===== src/rtl/defines_pkg.sv =====
// Shared types and helpers for the stream buffer controller.
// Engine state enum plus the circular-pointer increment.
package defines_pkg;

    typedef enum logic {
        IDLE   = 1'b0,
        ACTIVE = 1'b1
    } buff_state_e;

    function automatic logic [31:0] ptr_wrap(
        input logic [31:0] ptr,
        input logic [31:0] depth
    );
        return (ptr == depth - 32'd1) ? 32'd0 : ptr + 32'd1;
    endfunction

endpackage


===== src/rtl/stream_buff_ctrl_if.sv =====
// Producer/consumer-facing bundle of the stream buffer controller.
// The slave side is the buffer; the master side drives the toggles and data.
interface stream_buff_ctrl_if #(
    parameter int WIDTH = 16,
    parameter int DEPTH = 64
);
    localparam int LSIZE = $clog2(DEPTH);

    logic             wr_toggle;
    logic             rd_toggle;
    logic             err_clr;
    logic [WIDTH-1:0] data_in;
    logic [WIDTH-1:0] data_out;
    logic             rd_valid;
    logic             wr_active;
    logic             rd_active;
    logic             full;
    logic             empty;
    logic             almost_full;
    logic [LSIZE:0]   level;
    logic             ovf;
    logic             udf;

    modport master (
        output wr_toggle, rd_toggle, err_clr, data_in,
        input  data_out, rd_valid, wr_active, rd_active,
        input  full, empty, almost_full, level, ovf, udf
    );

    modport slave (
        input  wr_toggle, rd_toggle, err_clr, data_in,
        output data_out, rd_valid, wr_active, rd_active,
        output full, empty, almost_full, level, ovf, udf
    );

endinterface


===== src/rtl/buff_dpram.sv =====
// Storage for the stream buffer: one write port, one registered read port.
// The read register only loads when re is high, so it holds between reads.
module buff_dpram
    import defines_pkg::*;
#(
    parameter  int WIDTH = 16,
    parameter  int DEPTH = 64,
    localparam int AW    = $clog2(DEPTH)
) (
    input  logic             clk,
    input  logic             rst,
    input  logic             we,
    input  logic [AW-1:0]    waddr,
    input  logic [WIDTH-1:0] wdata,
    input  logic             re,
    input  logic [AW-1:0]    raddr,
    output logic [WIDTH-1:0] rdata
);

    logic [WIDTH-1:0] mem [DEPTH];

    always_ff @(posedge clk) begin
        if (we) mem[waddr] <= wdata;
    end

    always_ff @(posedge clk) begin
        if (rst)     rdata <= '0;
        else if (re) rdata <= mem[raddr];
    end

endmodule


===== src/rtl/stream_buff_ctrl.sv =====
// Circular stream buffer with toggle-armed write/read engines and sticky errors.
// Define BDF_BUFF_OVERWRITE_EN to drop the oldest entry instead of blocking when full.
module stream_buff_ctrl
    import defines_pkg::*;
#(
    parameter  int WIDTH     = 16,
    parameter  int DEPTH     = 64,
    parameter  int AF_THRESH = DEPTH - 8,
    localparam int LSIZE     = $clog2(DEPTH)
) (
    input logic               clk,
    input logic               rst,
    stream_buff_ctrl_if.slave bus
);

    buff_state_e      wr_st, wr_st_nx;
    buff_state_e      rd_st, rd_st_nx;
    logic [LSIZE-1:0] wr_ptr, rd_ptr;
    logic [LSIZE:0]   level;
    logic             wr_req, rd_req;
    logic             wr_fire, rd_fire, drop;
    logic             full, empty;
    logic             ovf_set, udf_set;
    logic             ovf_q, udf_q, rd_valid_q;
    logic [WIDTH-1:0] dout;

    assign full   = (level == (LSIZE+1)'(DEPTH));
    assign empty  = (level == '0);
    assign wr_req = (wr_st == ACTIVE);
    assign rd_req = (rd_st == ACTIVE);

    always_comb begin
        wr_st_nx = wr_st;
        rd_st_nx = rd_st;
        if (bus.wr_toggle) wr_st_nx = (wr_st == IDLE) ? ACTIVE : IDLE;
        if (bus.rd_toggle) rd_st_nx = (rd_st == IDLE) ? ACTIVE : IDLE;
    end

    always_comb begin
        rd_fire = rd_req & ~empty;
`ifdef BDF_BUFF_OVERWRITE_EN
        wr_fire = wr_req;
        drop    = wr_req & full & ~rd_fire;
`else
        wr_fire = wr_req & (~full | rd_fire);
        drop    = 1'b0;
`endif
        ovf_set = (wr_req & ~wr_fire) | drop;
        udf_set = rd_req & empty;
    end

    always_ff @(posedge clk) begin
        if (rst) begin
            wr_st <= IDLE;
            rd_st <= IDLE;
        end else begin
            wr_st <= wr_st_nx;
            rd_st <= rd_st_nx;
        end
    end

    // A dropped entry moves rd_ptr without a read, keeping level at DEPTH.
    always_ff @(posedge clk) begin
        if (rst) begin
            wr_ptr     <= '0;
            rd_ptr     <= '0;
            level      <= '0;
            rd_valid_q <= 1'b0;
        end else begin
            rd_valid_q <= rd_fire;
            if (wr_fire)
                wr_ptr <= LSIZE'(ptr_wrap(32'(wr_ptr), 32'(DEPTH)));
            if (rd_fire | drop)
                rd_ptr <= LSIZE'(ptr_wrap(32'(rd_ptr), 32'(DEPTH)));
            if (wr_fire & ~rd_fire & ~full)
                level <= level + (LSIZE+1)'(1);
            else if (rd_fire & ~wr_fire)
                level <= level - (LSIZE+1)'(1);
        end
    end

    always_ff @(posedge clk) begin
        if (rst) begin
            ovf_q <= 1'b0;
            udf_q <= 1'b0;
        end else begin
            if (ovf_set)          ovf_q <= 1'b1;
            else if (bus.err_clr) ovf_q <= 1'b0;
            if (udf_set)          udf_q <= 1'b1;
            else if (bus.err_clr) udf_q <= 1'b0;
        end
    end

    buff_dpram #(
        .WIDTH (WIDTH),
        .DEPTH (DEPTH)
    ) u_ram (
        .clk   (clk),
        .rst   (rst),
        .we    (wr_fire & ~rst),
        .waddr (wr_ptr),
        .wdata (bus.data_in),
        .re    (rd_fire & ~rst),
        .raddr (rd_ptr),
        .rdata (dout)
    );

    assign bus.data_out    = dout;
    assign bus.rd_valid    = rd_valid_q;
    assign bus.wr_active   = wr_req;
    assign bus.rd_active   = rd_req;
    assign bus.full        = full;
    assign bus.empty       = empty;
    assign bus.almost_full = (level >= (LSIZE+1)'(AF_THRESH));
    assign bus.level       = level;
    assign bus.ovf         = ovf_q;
    assign bus.udf         = udf_q;

endmodule


===== src/flat_wrapper.sv =====
// flat-port wrapper written by rule: the top's interface ports become plain ports
module stream_buff_ctrl_flat import defines_pkg::*;
#(
    parameter  int WIDTH     = 16,
    parameter  int DEPTH     = 64,
    parameter  int AF_THRESH = DEPTH - 8,
    localparam int LSIZE     = $clog2(DEPTH)
)
  (clk, rst, bus_wr_toggle, bus_rd_toggle, bus_err_clr, bus_data_in, bus_data_out, bus_rd_valid, bus_wr_active, bus_rd_active, bus_full, bus_empty, bus_almost_full, bus_level, bus_ovf, bus_udf);
  stream_buff_ctrl_if #(.WIDTH(WIDTH), .DEPTH(DEPTH)) bus_i ();
  input logic clk;
  input logic rst;
  input wire logic [$bits(bus_i.wr_toggle)-1:0] bus_wr_toggle;
  input wire logic [$bits(bus_i.rd_toggle)-1:0] bus_rd_toggle;
  input wire logic [$bits(bus_i.err_clr)-1:0] bus_err_clr;
  input wire logic [$bits(bus_i.data_in)-1:0] bus_data_in;
  output wire logic [$bits(bus_i.data_out)-1:0] bus_data_out;
  output wire logic [$bits(bus_i.rd_valid)-1:0] bus_rd_valid;
  output wire logic [$bits(bus_i.wr_active)-1:0] bus_wr_active;
  output wire logic [$bits(bus_i.rd_active)-1:0] bus_rd_active;
  output wire logic [$bits(bus_i.full)-1:0] bus_full;
  output wire logic [$bits(bus_i.empty)-1:0] bus_empty;
  output wire logic [$bits(bus_i.almost_full)-1:0] bus_almost_full;
  output wire logic [$bits(bus_i.level)-1:0] bus_level;
  output wire logic [$bits(bus_i.ovf)-1:0] bus_ovf;
  output wire logic [$bits(bus_i.udf)-1:0] bus_udf;
  assign bus_i.wr_toggle = bus_wr_toggle;
  assign bus_i.rd_toggle = bus_rd_toggle;
  assign bus_i.err_clr = bus_err_clr;
  assign bus_i.data_in = bus_data_in;
  assign bus_data_out = bus_i.data_out;
  assign bus_rd_valid = bus_i.rd_valid;
  assign bus_wr_active = bus_i.wr_active;
  assign bus_rd_active = bus_i.rd_active;
  assign bus_full = bus_i.full;
  assign bus_empty = bus_i.empty;
  assign bus_almost_full = bus_i.almost_full;
  assign bus_level = bus_i.level;
  assign bus_ovf = bus_i.ovf;
  assign bus_udf = bus_i.udf;
  stream_buff_ctrl #(.WIDTH(WIDTH), .DEPTH(DEPTH), .AF_THRESH(AF_THRESH)) u_core (.clk(clk), .rst(rst), .bus(bus_i));
endmodule

===== config.mk =====
export PLATFORM = sky130hd
export DESIGN_NAME = stream_buff_ctrl_flat
export DESIGN_NICKNAME = d
export VERILOG_FILES = /design/src/rtl/defines_pkg.sv /design/src/rtl/stream_buff_ctrl_if.sv /design/src/rtl/buff_dpram.sv /design/src/rtl/stream_buff_ctrl.sv /design/src/flat_wrapper.sv
export SDC_FILE = /design/constraint.sdc
export NUM_CORES = 1
export LEC_CHECK = 0
export CAP_MARGIN = 20
export CORE_AREA = 3 3 348 350
export DETAILED_ROUTE_END_ITERATION = 10
export DIE_AREA = 0 0 351 353
export PLACE_DENSITY_LB_ADDON = 0.2
export SLEW_MARGIN = 40
export SYNTH_ARGS = -nofsm -noshare
export SYNTH_HDL_FRONTEND = slang
export SYNTH_SLANG_ARGS = --single-unit

===== constraint.sdc =====
create_clock -name clk -period 5.71 [get_ports clk]
set_clock_uncertainty 0.1 [all_clocks]
set_input_delay 1.713 -clock clk [delete_from_list [all_inputs] [get_ports clk]]
set_output_delay 1.713 -clock clk [all_outputs]
set_load 0.01 [all_outputs]

==> run summary, run 1 <==
run status - finished, final reports clean
post-synthesis register bit count - 1,064
Achievable Freq - 221 MHz
layout net count - 2,256
largest net degree at the start of global routing - 131
endpoint class of the critical path - output pin
drt pass-1 iters - 5
compound-gate portion of the synthesized area - 4.36%
total die area - 124,000 um^2
number of enable-type register cells in the synthesized netlist - 1,024
share of layout cells above drive strength 1 - 23.9%
post-placement cell area - 44,100 um^2
Routed WL per cell - 28.7 um
clock tree sinks - 1,064
hold path depth - 2
number of CTS-inserted buffers - 111
number of buffers between clock root and the deepest sink - 3
Max IR drop VDD - 257 uV
placer's final routability congestion estimate - 0.836
initial antenna violation count - 6
area share of and/or/nand/nor cells after synthesis - 3.04%
cell depth of the worst flop-to-flop path - 6
residual antenna-violating net count after detailed routing - 0
die width - 351 um
LEAKAGE - 14.6 nW
vias in the first global route - 21,300
largest family of logic cells by synthesized area - multiplexers
data arrival time of the critical path - 2.71 ns
total power consumption of the routed design - 18.4 mW
synthesized-area fraction occupied by xor and xnor cells - 0.254%
post-layout min period - 4.52 ns
ratio of final minimum period to clock period - 79.2%
required time of the worst setup path - 3.90 ns
Hold Buf Count CTS - 0
Net Count, Synth - 2,095
DPL Wire Length - 67.5 mm
number of DRC violations after detailed routing - 0
peak fanout along the critical path - 5
clock-pin slew of the registers on the worst-case setup and hold paths - 0.06 ns
area of the placeable core - 118,000 um^2
DRC violation total after the first TritonRoute iteration - 1,923
via density per instance - 5.40
aggregate negative setup slack - 0 ns
DIE HEIGHT - 353 um
worst skew pair latency - 0.68 ns
total number of vias - 20,900
slew of the pin with the lowest slew margin - 0.873 ns
number of gates resized after cts - 0
number of buffers added on ports - 51
max incr delay on CP - 0.69 ns
power density cells - 384 nW/um^2
Top Ports - 52
number of stages on the worst setup path - 3
total routed wirelength - 111 mm
Overall Global Routing Usage - 17.8%
setup repair after global routing missed its margin - false
smallest hold slack - 0.371 ns
family with the most delay on the worst path - simple AND/OR/NAND/NOR gates
Mapped Cells - 2,066
number of setup buffers added after CTS - 0
YS warnings - 0
area grow syn2layout - 15.5%
highest-count cells in the layout ignoring fill and taps - edfxtp_1, mux4_2, nor2_1
count of maximum capacitance violations - 0
TritonCTS clock tree - built
clock tree root driver cell - clkbuf_16
final setup fails - 0
worst hold path type - reg2reg
average footprint of a synthesized cell - 20.0 um^2
effective utilization at floorplan - 35.1%
portion of the post-synthesis area used by sequential elements - 76.2%
async set-reset flop share out of synthesis - 0%
num rows - 126
slowest stage cell on the critical path - or4_1
number of buffer and inverter stages on the critical path - 1
cell area after technology mapping - 41,400 um^2
proportion of synthesized area in mux cells - 14.3%
unique cell type count in the Yosys netlist - 64
commonest non-fill, non-tap cell in the layout - edfxtp_1
Finished Cell Area - 47,800 um^2
Remaining Overflow, GRT - 0
Slew HR - 41.7%
final count of hold timing violations - 0
Adder-Cell Fraction of Synth Area - 0.260%
number of H-tree branching levels - 3
Worst setup SP type - flop
dominant synthesized flop cell - edfxtp_1
WS Path Type - reg2out
global-route wire length before repair - 158 mm
share of the core filled with cells in the final layout - 40.5%
fin. max-slew vios - 0
CP Cell Sequence - or4_1, nor3_1, clkdlybuf4s50_1
-- worst min-delay path, stage by stage (launching register included) --
cell and delay, ns:
dfxtp_1 0.30, nand2b_1 0.07, a21oi_1 0.05
-- worst paths after layout --
| check | start | endpoint | slack [ns] |
|---|---|---|---|
| max | u_core.bus.level[2] | bus_empty | 1.19 |
| min | u_core.bus.ovf | u_core.bus.ovf | 0.37 |
| max reg2reg | u_core.rd_ptr[0] | u_core.u_ram.rdata[15] | 2.20 |
| min reg2reg | u_core.bus.ovf | u_core.bus.ovf | 0.37 |
-- flip-flops by register name, indices dropped and copies added, names as in the netlist, 6 cells and up --
signal / cells
u_core.bus.level: 7
u_core.rd_ptr: 6
u_core.u_ram.mem: 1024
u_core.u_ram.rdata: 16
u_core.wr_ptr: 6
-- cell families after synthesis --
family                     after synthesis
adders and majority gates                8
AOI/OAI and AO/OA                      262
muxes                                  312
DFF                                   1064
xor gates and xnor gates                12
buffers and inverters                  127
and+or+nand+nor                        281
-- report_power, final --
part,internal [mW],switching [mW],total [mW],leakage (nW)
clock network,4.29,2.96,7.25,1.81
logic,1.06,1.29,2.35,3.26
registers,8.63,0.150,8.78,9.53
-- layer usage --
| layer | global-route usage [%] | up-vias | share of wire, % |
|---|---|---|---|
| met4 | 5.24 | 2 | 2.7 |
| met3 | 3.08 | 144 | 5.7 |
| met1 | 24.8 | 11200 | 43 |
| li1 | - | 8890 | - |
| met5 | 0 | - | 0.012 |
| met2 | 28.6 | 656 | 48 |
-- cells in the mapped netlist, types with 29 or more instances --
| library cell | number | share of area, % |
|---|---|---|
| mux2i_1 | 76 | 1.8 |
| a211oi_1 | 29 | 0.53 |
| nor2_1 | 133 | 1.2 |
| o21ai_0 | 30 | 0.36 |
| nor3_1 | 36 | 0.44 |
| clkbuf_1 | 37 | 0.34 |
| dfxtp_1 | 40 | 1.9 |
| a22oi_1 | 52 | 0.94 |
| buf_2 | 37 | 0.45 |
| nand2_1 | 56 | 0.51 |
| edfxtp_1 | 1024 | 74 |
| mux4_2 | 224 | 12 |
| a21oi_1 | 73 | 0.88 |
-- area by class of cell --
cell class | count | area (um^2)
inverter | 12 | 45.0
clock inverter | 63 | 612
timing repair buffer | 163 | 1370
fill | 10400 | 70200
clock buffer | 145 | 3080
tap | 1536 | 1920
sequential | 1064 | 31600
multi-input combinational | 875 | 9250
antenna | 2 | 5.00
-- per-stage QoR --
| stage | cells | setup slack [ns] |
|---|---|---|
| after floorplan | 2066 | 2.20 |
| after global placement | 3649 | 1.65 |
| after detailed placement | 3650 | 1.60 |
| after CTS | 3858 | 1.14 |
| after global routing | 3858 | 1.13 |
| final | 3860 | 1.19 |
No activity file was read; power rests on OpenSTA's default activity.
==> inputs of run 2 (changes only) <==
==> constraint.sdc (replaced) <==
create_clock -name clk -period 4.08 [get_ports clk]
set_clock_uncertainty 0.1 [all_clocks]
set_input_delay 1.224 -clock clk [delete_from_list [all_inputs] [get_ports clk]]
set_output_delay 1.224 -clock clk [all_outputs]
set_load 0.01 [all_outputs]
==> run 2 against run 1 <==
Against the previous run: largest power group unchanged; highest routed layer unchanged; combinational power grew 47%; critical endpoint unchanged; first-iteration DRC count rose by 29%; critical path depth unchanged; sequential share of layout area is 0.40 points lower; critical path type unchanged; sequential power rose by 40%; cell area increased by 0.62%; clock power increased by 37%; register-to-register slack got worse by 1.5 ns.
==> run summary, run 2 (same netlist as run 1, synthesis figures left out) <==
run status - finished, final reports clean
Overall Global Routing Usage - 18.1%
ratio of final minimum period to clock period - 96.8%
number of H-tree branching levels - 3
area of the placeable core - 118,000 um^2
slew of the pin with the lowest slew margin - 0.836 ns
post-layout min period - 3.95 ns
commonest non-fill, non-tap cell in the layout - edfxtp_1
total routed wirelength - 113 mm
Worst setup SP type - flop
aggregate negative setup slack - 0 ns
Remaining Overflow, GRT - 0
die width - 351 um
DPL Wire Length - 70.4 mm
Hold Buf Count CTS - 0
max incr delay on CP - 0.71 ns
placer's final routability congestion estimate - 0.852
clock tree root driver cell - clkbuf_16
global-route wire length before repair - 161 mm
largest registers ranked by flip-flop count - u_core.u_ram.mem (1024), u_core.u_ram.rdata (16), u_core.bus.level (7)
residual antenna-violating net count after detailed routing - 0
register with the most flip-flops - u_core.u_ram.mem
required time of the worst setup path - 2.76 ns
number of DRC violations after detailed routing - 0
largest net degree at the start of global routing - 66
highest-count cells in the layout ignoring fill and taps - edfxtp_1, mux4_2, nor2_1, buf_4, clkbuf_16
fin. max-slew vios - 0
area grow syn2layout - 16.2%
power density cells - 533 nW/um^2
max reg flops - 1,024
data arrival time of the critical path - 2.62 ns
TritonCTS clock tree - built
peak fanout along the critical path - 5
Achievable Freq - 253 MHz
final count of hold timing violations - 0
CP Cell Sequence - or4_1, nor3_2, clkdlybuf4s50_1
hold path depth - 2
number of CTS-inserted buffers - 111
count of non-filler cells in the finished layout - 3,890
slowest stage cell on the critical path - or4_1
setup repair after global routing missed its margin - false
DIE HEIGHT - 353 um
number of buffers added on ports - 51
final setup fails - 0
initial antenna violation count - 7
LEAKAGE - 14.7 nW
cell depth of the worst flop-to-flop path - 11
clock-pin slew of the registers on the worst-case setup and hold paths - 0.06 ns
worst hold path type - reg2reg
Max IR drop VDD - 370 uV
total placed cells including tap cells - 3,686
smallest hold slack - 0.368 ns
total number of vias - 21,100
count of maximum capacitance violations - 0
worst skew pair latency - 0.70 ns
vias in the first global route - 21,500
WS Path Type - reg2out
effective utilization at floorplan - 35.1%
post-placement worst setup slack - 0.634 ns
Slew HR - 44.2%
Routed WL per cell - 29.1 um
num rows - 126
Top Ports - 52
layout net count - 2,292
setup slack after layout - 0.132 ns
share of layout cells above drive strength 1 - 24.4%
number of buffers between clock root and the deepest sink - 3
clock tree sinks - 1,064
via density per instance - 5.43
DRC violation total after the first TritonRoute iteration - 2,477
drt pass-1 iters - 5
endpoint class of the critical path - output pin
total die area - 124,000 um^2
run 2: changes by cell type in the layout (fill, tap and decap cells not counted), moves of 3 or more:
cell | previous run | this run
clkbuf_1 | 22 | 27
clkinv_2 | 21 | 15
buf_2 | 7 | 12
buf_12 | 4 | 19
clkbuf_16 | 116 | 113
buf_4 | 114 | 131
clkbuf_8 | 7 | 0
clkinv_1 | 21 | 26
run 2: metal layers:
metal | up-vias | routed length (um) | GRT usage [%]
li1 | 8954 | - | -
met2 | 725 | 55300 | 29.5
met3 | 153 | 7410 | 3.16
met1 | 11300 | 47900 | 25.3
met5 | - | 27 | 0
met4 | 4 | 2570 | 4.65
run 2: worst paths after layout:
path                       startpoint                   to  slack (ns)
setup reg to reg  u_core.bus.level[2]  u_core.bus.level[6]        0.70
setup / recovery  u_core.bus.level[2]            bus_empty        0.13
hold reg to reg        u_core.bus.ovf       u_core.bus.ovf        0.37
hold / removal         u_core.bus.ovf       u_core.bus.ovf        0.37
run 2: cell type report:
type	instances	area [um^2]
fill	10400	69900
sequential	1064	31600
multi-input combinational	875	9240
clock buffer	140	2930
tap	1536	1920
timing repair buffer	199	1800
clock inverter	62	637
inverter	12	45.0
antenna	2	5.00
run 2: critical path: cells and delay by family, from the launching register on:
kind / cells / cell delay (ns)
AND/OR/NAND/NOR: 2 / 1.00
flip-flops: 1 / 0.34
buffers and inverters: 1 / 0.59
run 2: stage by stage:
| step | utilization, % | instance area (um^2) | power, mW |
|---|---|---|---|
| floorplan | - | 41400 | 14.7 |
| global placement | 37.7 | 44500 | 16.0 |
| detailed placement | 37.7 | 44500 | 16.0 |
| CTS | 40.8 | 48100 | 26.0 |
| global route | 40.8 | 48100 | 26.6 |
| finish | 40.8 | 48100 | 25.7 |
run 2: repair_timing:
| item | in CTS | in global routing |
|---|---|---|
| setup endpoints to repair | 2 | 0 |
| resized for setup | 2 | 0 |
| setup buffers | 0 | 0 |
run 2: power breakdown:
part / internal (mW) / leakage, nW / switching, mW
clock network: 5.76 / 1.73 / 4.16
logic: 1.56 / 3.48 / 1.89
registers: 12.1 / 9.53 / 0.213
